**src/rtl/sysid_pkg.sv**
```systemverilog
// Shared constants for the system-identification register block.
// Latency: n/a (package only).
// Backpressure: n/a (package only).
package sysid_pkg;

    localparam int DATA_W         = 32;
    localparam int ADDR_W         = 4;
    localparam int BE_W           = DATA_W / 8;
    localparam int MAX_USER_WORDS = 8;

    // Word addresses on the control bus
    localparam logic [ADDR_W-1:0] ADDR_ID        = 4'd0;
    localparam logic [ADDR_W-1:0] ADDR_TS        = 4'd1;
    localparam logic [ADDR_W-1:0] ADDR_CAPS      = 4'd2;
    localparam logic [ADDR_W-1:0] ADDR_SCRATCH   = 4'd3;
    localparam logic [ADDR_W-1:0] ADDR_UPSEC     = 4'd4;
    localparam logic [ADDR_W-1:0] ADDR_UPSNAP    = 4'd5;
    localparam logic [ADDR_W-1:0] ADDR_USER_BASE = 4'd8;

    localparam logic [7:0] CAPS_VERSION = 8'h02;

    // Merge write data into a register one byte lane at a time.
    function automatic logic [DATA_W-1:0] apply_byteenable(
        input logic [DATA_W-1:0] cur,
        input logic [DATA_W-1:0] wdata,
        input logic [BE_W-1:0]   be
    );
        logic [DATA_W-1:0] res;
        res = cur;
        for (int b = 0; b < BE_W; b++) begin
            if (be[b]) begin
                res[8*b +: 8] = wdata[8*b +: 8];
            end
        end
        return res;
    endfunction

endpackage

```
**src/rtl/sysid_uptime_counter.sv**
```systemverilog
// Uptime seconds counter with a sub-second prescaler and a snapshot of the prescaler.
// Latency: clear and snapshot take effect on the clock edge that samples them.
// Backpressure: none; counts every clock, clear beats the terminal-count increment.
//
// Ports:
//   clock, reset   : system clock, synchronous active-high reset
//   clear          : zero prescaler, seconds and snapshot at the next edge
//   snap_req       : capture the current prescaler value into tick_snap
//   seconds        : seconds elapsed (wraps at 2^32 with no flag)
//   tick_snap      : prescaler value captured by the last snap_req
module sysid_uptime_counter
    import sysid_pkg::*;
#(
    parameter int PRESCALE = 50000000
) (
    input  logic              clock,
    input  logic              reset,
    input  logic              clear,
    input  logic              snap_req,
    output logic [DATA_W-1:0] seconds,
    output logic [DATA_W-1:0] tick_snap
);

    localparam int              PS_W    = $clog2(PRESCALE);
    localparam logic [PS_W-1:0] PS_TERM = PS_W'(PRESCALE - 1);
    localparam logic [PS_W-1:0] PS_ONE  = PS_W'(1);

    logic [PS_W-1:0]   prescaler_q;
    logic [DATA_W-1:0] seconds_q;
    logic [DATA_W-1:0] snap_q;
    logic              terminal;

    assign terminal = (prescaler_q == PS_TERM);

    // seconds_q is only written when it actually changes, so it holds
    // any value it was given until the next increment or clear.
    always_ff @(posedge clock) begin
        if (reset || clear) begin
            prescaler_q <= '0;
            seconds_q   <= '0;
            snap_q      <= '0;
        end else begin
            if (terminal) begin
                prescaler_q <= '0;
                seconds_q   <= seconds_q + 32'd1;
            end else begin
                prescaler_q <= prescaler_q + PS_ONE;
            end
            // Capture the pre-edge prescaler, the same cycle the bus
            // samples seconds, so the pair is coherent.
            if (snap_req) begin
                snap_q <= DATA_W'(prescaler_q);
            end
        end
    end

    assign seconds   = seconds_q;
    assign tick_snap = snap_q;

endmodule

```
**src/rtl/sysid_info_regs.sv**
```systemverilog
// System ID / build info / scratch / uptime register slave on Avalon-MM.
// Latency: fixed READ_LATENCY clocks from read acceptance to readdatavalid.
// Backpressure: none (no waitrequest); a read coinciding with a write is dropped.
//
// Ports:
//   clock, reset     : system clock, synchronous active-high reset
//   address          : 4-bit word address
//   read, write      : transfer requests, accepted every cycle they are presented
//   writedata        : 32-bit write data
//   byteenable       : write byte lanes (SCRATCH only)
//   readdata         : read data, holds last value while readdatavalid is low
//   readdatavalid    : readdata carries the response to an accepted read
module sysid_info_regs
    import sysid_pkg::*;
#(
    parameter logic [DATA_W-1:0] SYSTEM_ID       = 32'hDE2115A0,
    parameter logic [DATA_W-1:0] TIMESTAMP       = 32'd1354258592,
    parameter int                NUM_USER_WORDS  = 4,
    parameter logic [(NUM_USER_WORDS > 0 ? DATA_W*NUM_USER_WORDS : DATA_W)-1:0]
                                 USER_WORDS      = '0,
    parameter int                READ_LATENCY    = 1,
    parameter int                UPTIME_PRESCALE = 50000000
) (
    input  logic              clock,
    input  logic              reset,
    input  logic [ADDR_W-1:0] address,
    input  logic              read,
    input  logic              write,
    input  logic [DATA_W-1:0] writedata,
    input  logic [BE_W-1:0]   byteenable,
    output logic [DATA_W-1:0] readdata,
    output logic              readdatavalid
);

    // ------------------------------------------------------------------
    // Parameter legality
    // ------------------------------------------------------------------
    if (NUM_USER_WORDS < 0 || NUM_USER_WORDS > MAX_USER_WORDS) begin : g_err_user
        $error("sysid_info_regs: NUM_USER_WORDS must be in 0..8");
    end
    if (READ_LATENCY < 1 || READ_LATENCY > 3) begin : g_err_lat
        $error("sysid_info_regs: READ_LATENCY must be in 1..3");
    end
    if (UPTIME_PRESCALE < 2) begin : g_err_ps
        $error("sysid_info_regs: UPTIME_PRESCALE must be at least 2");
    end

    localparam logic [DATA_W-1:0] CAPS_WORD =
        {CAPS_VERSION, 8'h00, 8'(NUM_USER_WORDS), 8'(READ_LATENCY)};

    // ------------------------------------------------------------------
    // Transfer qualification
    // ------------------------------------------------------------------
    logic rd_acc;
    logic wr_scratch;
    logic wr_upsec;

    assign rd_acc     = read && !write;
    assign wr_scratch = write && (address == ADDR_SCRATCH);
    assign wr_upsec   = write && (address == ADDR_UPSEC);

    // ------------------------------------------------------------------
    // User words: unpack into a full 8-entry table, unused entries read 0
    // ------------------------------------------------------------------
    logic [DATA_W-1:0] user_word [MAX_USER_WORDS];

    for (genvar k = 0; k < MAX_USER_WORDS; k++) begin : g_user
        if (k < NUM_USER_WORDS) begin : g_used
            assign user_word[k] = USER_WORDS[DATA_W*k +: DATA_W];
        end else begin : g_unused
            assign user_word[k] = '0;
        end
    end

    // ------------------------------------------------------------------
    // SCRATCH
    // ------------------------------------------------------------------
    logic [DATA_W-1:0] scratch_q;

    always_ff @(posedge clock) begin
        if (reset) begin
            scratch_q <= '0;
        end else if (wr_scratch) begin
            scratch_q <= apply_byteenable(scratch_q, writedata, byteenable);
        end
    end

    // ------------------------------------------------------------------
    // Uptime
    // ------------------------------------------------------------------
    logic [DATA_W-1:0] up_seconds;
    logic [DATA_W-1:0] up_tick_snap;

    sysid_uptime_counter #(
        .PRESCALE (UPTIME_PRESCALE)
    ) u_uptime (
        .clock     (clock),
        .reset     (reset),
        .clear     (wr_upsec),
        .snap_req  (rd_acc && (address == ADDR_UPSEC)),
        .seconds   (up_seconds),
        .tick_snap (up_tick_snap)
    );

    // ------------------------------------------------------------------
    // Read mux, evaluated at acceptance
    // ------------------------------------------------------------------
    logic [DATA_W-1:0] rd_mux;

    always_comb begin
        rd_mux = '0;
        case (address)
            ADDR_ID:      rd_mux = SYSTEM_ID;
            ADDR_TS:      rd_mux = TIMESTAMP;
            ADDR_CAPS:    rd_mux = CAPS_WORD;
            ADDR_SCRATCH: rd_mux = scratch_q;
            ADDR_UPSEC:   rd_mux = up_seconds;
            ADDR_UPSNAP:  rd_mux = up_tick_snap;
            default: begin
                // The user region starts at 8, so bit 3 selects it and the
                // low three bits index the table directly.
                if (address[3]) begin
                    rd_mux = user_word[address[2:0]];
                end
            end
        endcase
    end

    // ------------------------------------------------------------------
    // Read pipeline: each stage only loads data alongside a valid, so the
    // last stage naturally holds the previous response while idle.
    // ------------------------------------------------------------------
    logic [READ_LATENCY-1:0] vld_q;
    logic [DATA_W-1:0]       dat_q [READ_LATENCY];

    always_ff @(posedge clock) begin
        if (reset) begin
            vld_q <= '0;
            for (int i = 0; i < READ_LATENCY; i++) begin
                dat_q[i] <= '0;
            end
        end else begin
            vld_q[0] <= rd_acc;
            if (rd_acc) begin
                dat_q[0] <= rd_mux;
            end
            for (int i = 1; i < READ_LATENCY; i++) begin
                vld_q[i] <= vld_q[i-1];
                if (vld_q[i-1]) begin
                    dat_q[i] <= dat_q[i-1];
                end
            end
        end
    end

    assign readdata      = dat_q[READ_LATENCY-1];
    assign readdatavalid = vld_q[READ_LATENCY-1];

endmodule

```
**config.mk**
```make
export PLATFORM = sky130hd
export DESIGN_NAME = sysid_info_regs
export DESIGN_NICKNAME = d
export VERILOG_FILES = /design/src/rtl/sysid_pkg.sv /design/src/rtl/sysid_uptime_counter.sv /design/src/rtl/sysid_info_regs.sv
export SDC_FILE = /design/constraint.sdc
export NUM_CORES = 1
export LEC_CHECK = 0
export BUFFER_PORTS_ARGS = -buffer_cell sky130_fd_sc_hd__buf_2
export CAP_MARGIN = 10
export CORE_MARGIN = 2
export CORE_UTILIZATION = 55
export CTS_BUF_LIST = sky130_fd_sc_hd__clkbuf_8
export CTS_CLUSTER_DIAMETER = 200
export DETAILED_ROUTE_END_ITERATION = 8
export GPL_ROUTABILITY_DRIVEN = 0
export PLACE_DENSITY = 0.76
export SKIP_CTS_REPAIR_TIMING = 1
export SLEW_MARGIN = 5
export SYNTH_ARGS = -nofsm -noshare
export SYNTH_HDL_FRONTEND = slang
export SYNTH_SLANG_ARGS = --single-unit
```
**constraint.sdc**
```tcl
create_clock -name clock -period 2.4 [get_ports clock]
set_input_delay 0.36 -clock clock [delete_from_list [all_inputs] [get_ports clock]]
set_output_delay 0.36 -clock clock [all_outputs]
set_load 0.02 [all_outputs]
```
==> results.yml <==
clock_tree:
  cts.path.max_buffers: 2
  cts_inserted_buffers: 17
  cts_max_level: 4
  cts_root_buffer: "clkbuf_8"
  path_clk_slew_ps: 80
  clk_latency_ps: 450
  cts_tree: "done"
  cts_num_sinks: 149
route:
  dr.pass1.iters: 8
  viasPerCell: 5.97
  drc_errors: 0
  ant_nets: 0
  vias: 5662
  dr.first_iter.drc_count: 665
  drt-total-wl_um: 16500
  wl_per_cell_um: 17.3
synth:
  syn-cell-area_sq_um: 6570
  synth_fp_nets: 765
  avgSynthCellArea_sq_um: 9.14
  yosysUniqueCellTypes: 49
  synth-seq-cells: 149
  async_flop_share_pct: 0
  synth-edff-count: 32
  syn-instance-count: 719
  seq_area_frac_synth_pct: 50.3
  ys.flop_type: "dfxtp_1"
  synth_warnings: 0
finish:
  fin_nets: 839
  utilization_pct: 65.4
  finalInstanceArea_sq_um: 7530
  drive_gt1_share_pct: 17.9
  antennaDiodeCount: 0
  stdcell_count: 949
  fillers: 960
  area_delta_synth_final_pct: 14.6
placed_design:
  place_ws_ps: 281
  place_area_sq_um: 7140
  hpwl_um: 11900
  port-buffer-count: 76
  dpl.cell_count: 917
timing:
  grt_setup_unrepaired: "false"
  fin_crit_ps: 2140
  drv_slew: 0
  finalSetupViolCount: 0
  fin_setup_tns_ps: 0
  worst_pin_slew_ps: 547
  slew_headroom_pct: 63.3
  hold_viol_final: 0
  fin_crit_sh_pct: 89.3
  max_freq_mhz: 466
  setup_ws_ps: 256
  fin_skew_ps: 7.71
power_and_ir_drop:
  ir_drop_mv: 0.390
  p_leak_nw: 2.96
  clkPwrFrac_pct: 40.2
  power.density_nw_per_um2: 637
  p_int_w: 0.00370
  p_seq_share_pct: 54.4
  p_comb_share_pct: 5.5
  swShare_pct: 22.8
  p_switching_w: 0.00109
global_route:
  grt_pass1_wl_um: 27200
  antenna_found_initial: 0
  grtUsageTotal_pct: 27.0
  grt_max_degree: 48
  overflow: 0
  grt_pass1_vias: 5343
setup_path:
  cp.arrival_ps: 2530
  path_class: "flip-flop to flip-flop"
  required_ps: 2780
  rr_startpoint: "u_uptime.prescaler_q[0]$_SDFF_PP0_"
  worst-path-max-fanout: 9
  crit_start: "u_uptime.prescaler_q[0]$_SDFF_PP0_"
  worstSetupStartpointType: "flip-flop"
  crit_path_end_kind: "flip-flop"
die:
  row_count: 39
  dieHeight_um: 113
  ios: 77
  fp.dieArea_sq_um: 12800
  start_util_pct: 57.1
  fp.coreArea_sq_um: 11500
  die_w_um: 113
min_path:
  holdCritPathClass: "input port to flip-flop"
  hp-start: "writedata[30]"
job:
  maxCapViolations: 0
outcome:
  outcome: "completed"
==> worst max-delay path: stages, from the launching register on <==
cell     delay [ps]
dfxtp_1         400
ha_1            240
nand3_1         120
or2_1           260
or3_1           510
or3_1           380
a21oi_1         170
==> registers in the layout, summed over array words and instances, names as in the netlist <==
register and count:
u_uptime.tick_snap 26, readdatavalid 1, dat_q 32, u_uptime.seconds 32, u_uptime.prescaler_q 26, scratch_q 32
==> cell type report <==
| cell class | instances | area [sq um] | area share [%] |
|---|---|---|---|
| flip-flops and latches | 149 | 3300 | 43.9 |
| multi-input cells | 518 | 3060 | 40.6 |
| repair buffers | 100 | 573 | 7.61 |
| clock buffers | 18 | 248 | 3.29 |
| well taps | 143 | 179 | 2.38 |
| clock inverters | 14 | 141 | 1.88 |
| inverters | 7 | 26.3 | 0.349 |
==> metrics by stage <==
stage	hold WS, ps	power, W
3_5_place_dp	457	0.00292
2_1_floorplan	436	0.00282
6_report	142	0.00479
5_1_grt	139	0.00495
4_1_cts	121	0.00482
3_3_place_gp	446	0.00292
==> worst paths after layout <==
kind	slack, ps	end	depth (start not counted)
setup / recovery	260	u_uptime.seconds[4]$_SDFFE_PP0N_	6
setup reg to reg	260	u_uptime.seconds[4]$_SDFFE_PP0N_	6
hold / removal	140	scratch_q[30]$_SDFFE_PP0P_	3
hold reg to reg	470	u_uptime.tick_snap[16]$_SDFFE_PP0P_	2
==> metal layers <==
| layer | routed length, um | global-route usage [%] |
|---|---|---|
| met4 | 392 | 11.0 |
| met5 | 0 | 0 |
| met2 | 7380 | 41.5 |
| met3 | 1290 | 5.84 |
| met1 | 7400 | 37.1 |
==> cell usage in the layout, fill, tap and decap left out, drive strengths merged, types with 9 or more instances in the layout <==
cell	Yosys	layout
nand4	21	21
nor2	109	109
clkinv	0	10
xnor2	17	17
mux2i	43	43
and4	9	9
nand2b	15	15
nor4	20	20
buf	19	100
edfxtp	32	32
nand2	97	97
a222oi	12	12
dfxtp	117	117
xor2	18	18
a21oi	63	63
nand3	29	29
and3	9	9
clkbuf	26	18
==> cells in the mapped netlist, types with 3 or more instances <==
cell type / n / share of area, %
clkbuf_1: 25 / 1.4
a22oi_1: 4 / 0.46
a221oi_1: 6 / 0.80
mux2i_1: 43 / 6.5
xor2_1: 18 / 2.4
buf_1: 7 / 0.40
and4_1: 8 / 1.1
a222oi_1: 12 / 1.8
nand3_1: 27 / 2.1
a21oi_1: 63 / 4.8
xnor2_1: 17 / 2.3
buf_2: 12 / 0.91
nor2_1: 109 / 6.2
and3_1: 9 / 0.86
nand2b_1: 15 / 1.4
inv_1: 7 / 0.40
or3_1: 6 / 0.57
o21ai_0: 8 / 0.61
nor4_1: 16 / 1.5
dfxtp_1: 117 / 36
nand4_1: 20 / 1.9
nor2b_1: 3 / 0.29
edfxtp_1: 32 / 15
nand2_1: 97 / 5.5
nor3_1: 6 / 0.46
==> power by group through the flow <==
stage | clock network, W | registers, W | logic (W)
final | 0.00193 | 0.00261 | 0.000262
after floorplan | 0 | 0.00270 | 0.000117
after global placement | 0 | 0.00266 | 0.000256
after global routing | 0.00206 | 0.00261 | 0.000285
after detailed placement | 0 | 0.00266 | 0.000261
after CTS | 0.00195 | 0.00261 | 0.000262
==> logic make-up (layout without fill, tap and decap cells) <==
group | count (synthesis) | in the layout | share of synthesized area, %
and+or+nand+nor | 337 | 337 | 25.4
DFF | 149 | 149 | 50.3
buffers and inverters | 52 | 139 | 3.22
AOI/OAI and AO/OA | 101 | 101 | 9.50
adders and majority gates | 2 | 2 | 0.381
xor gates and xnor gates | 35 | 35 | 4.66
muxes | 43 | 43 | 6.55
Power figures use the tool's default switching activity.
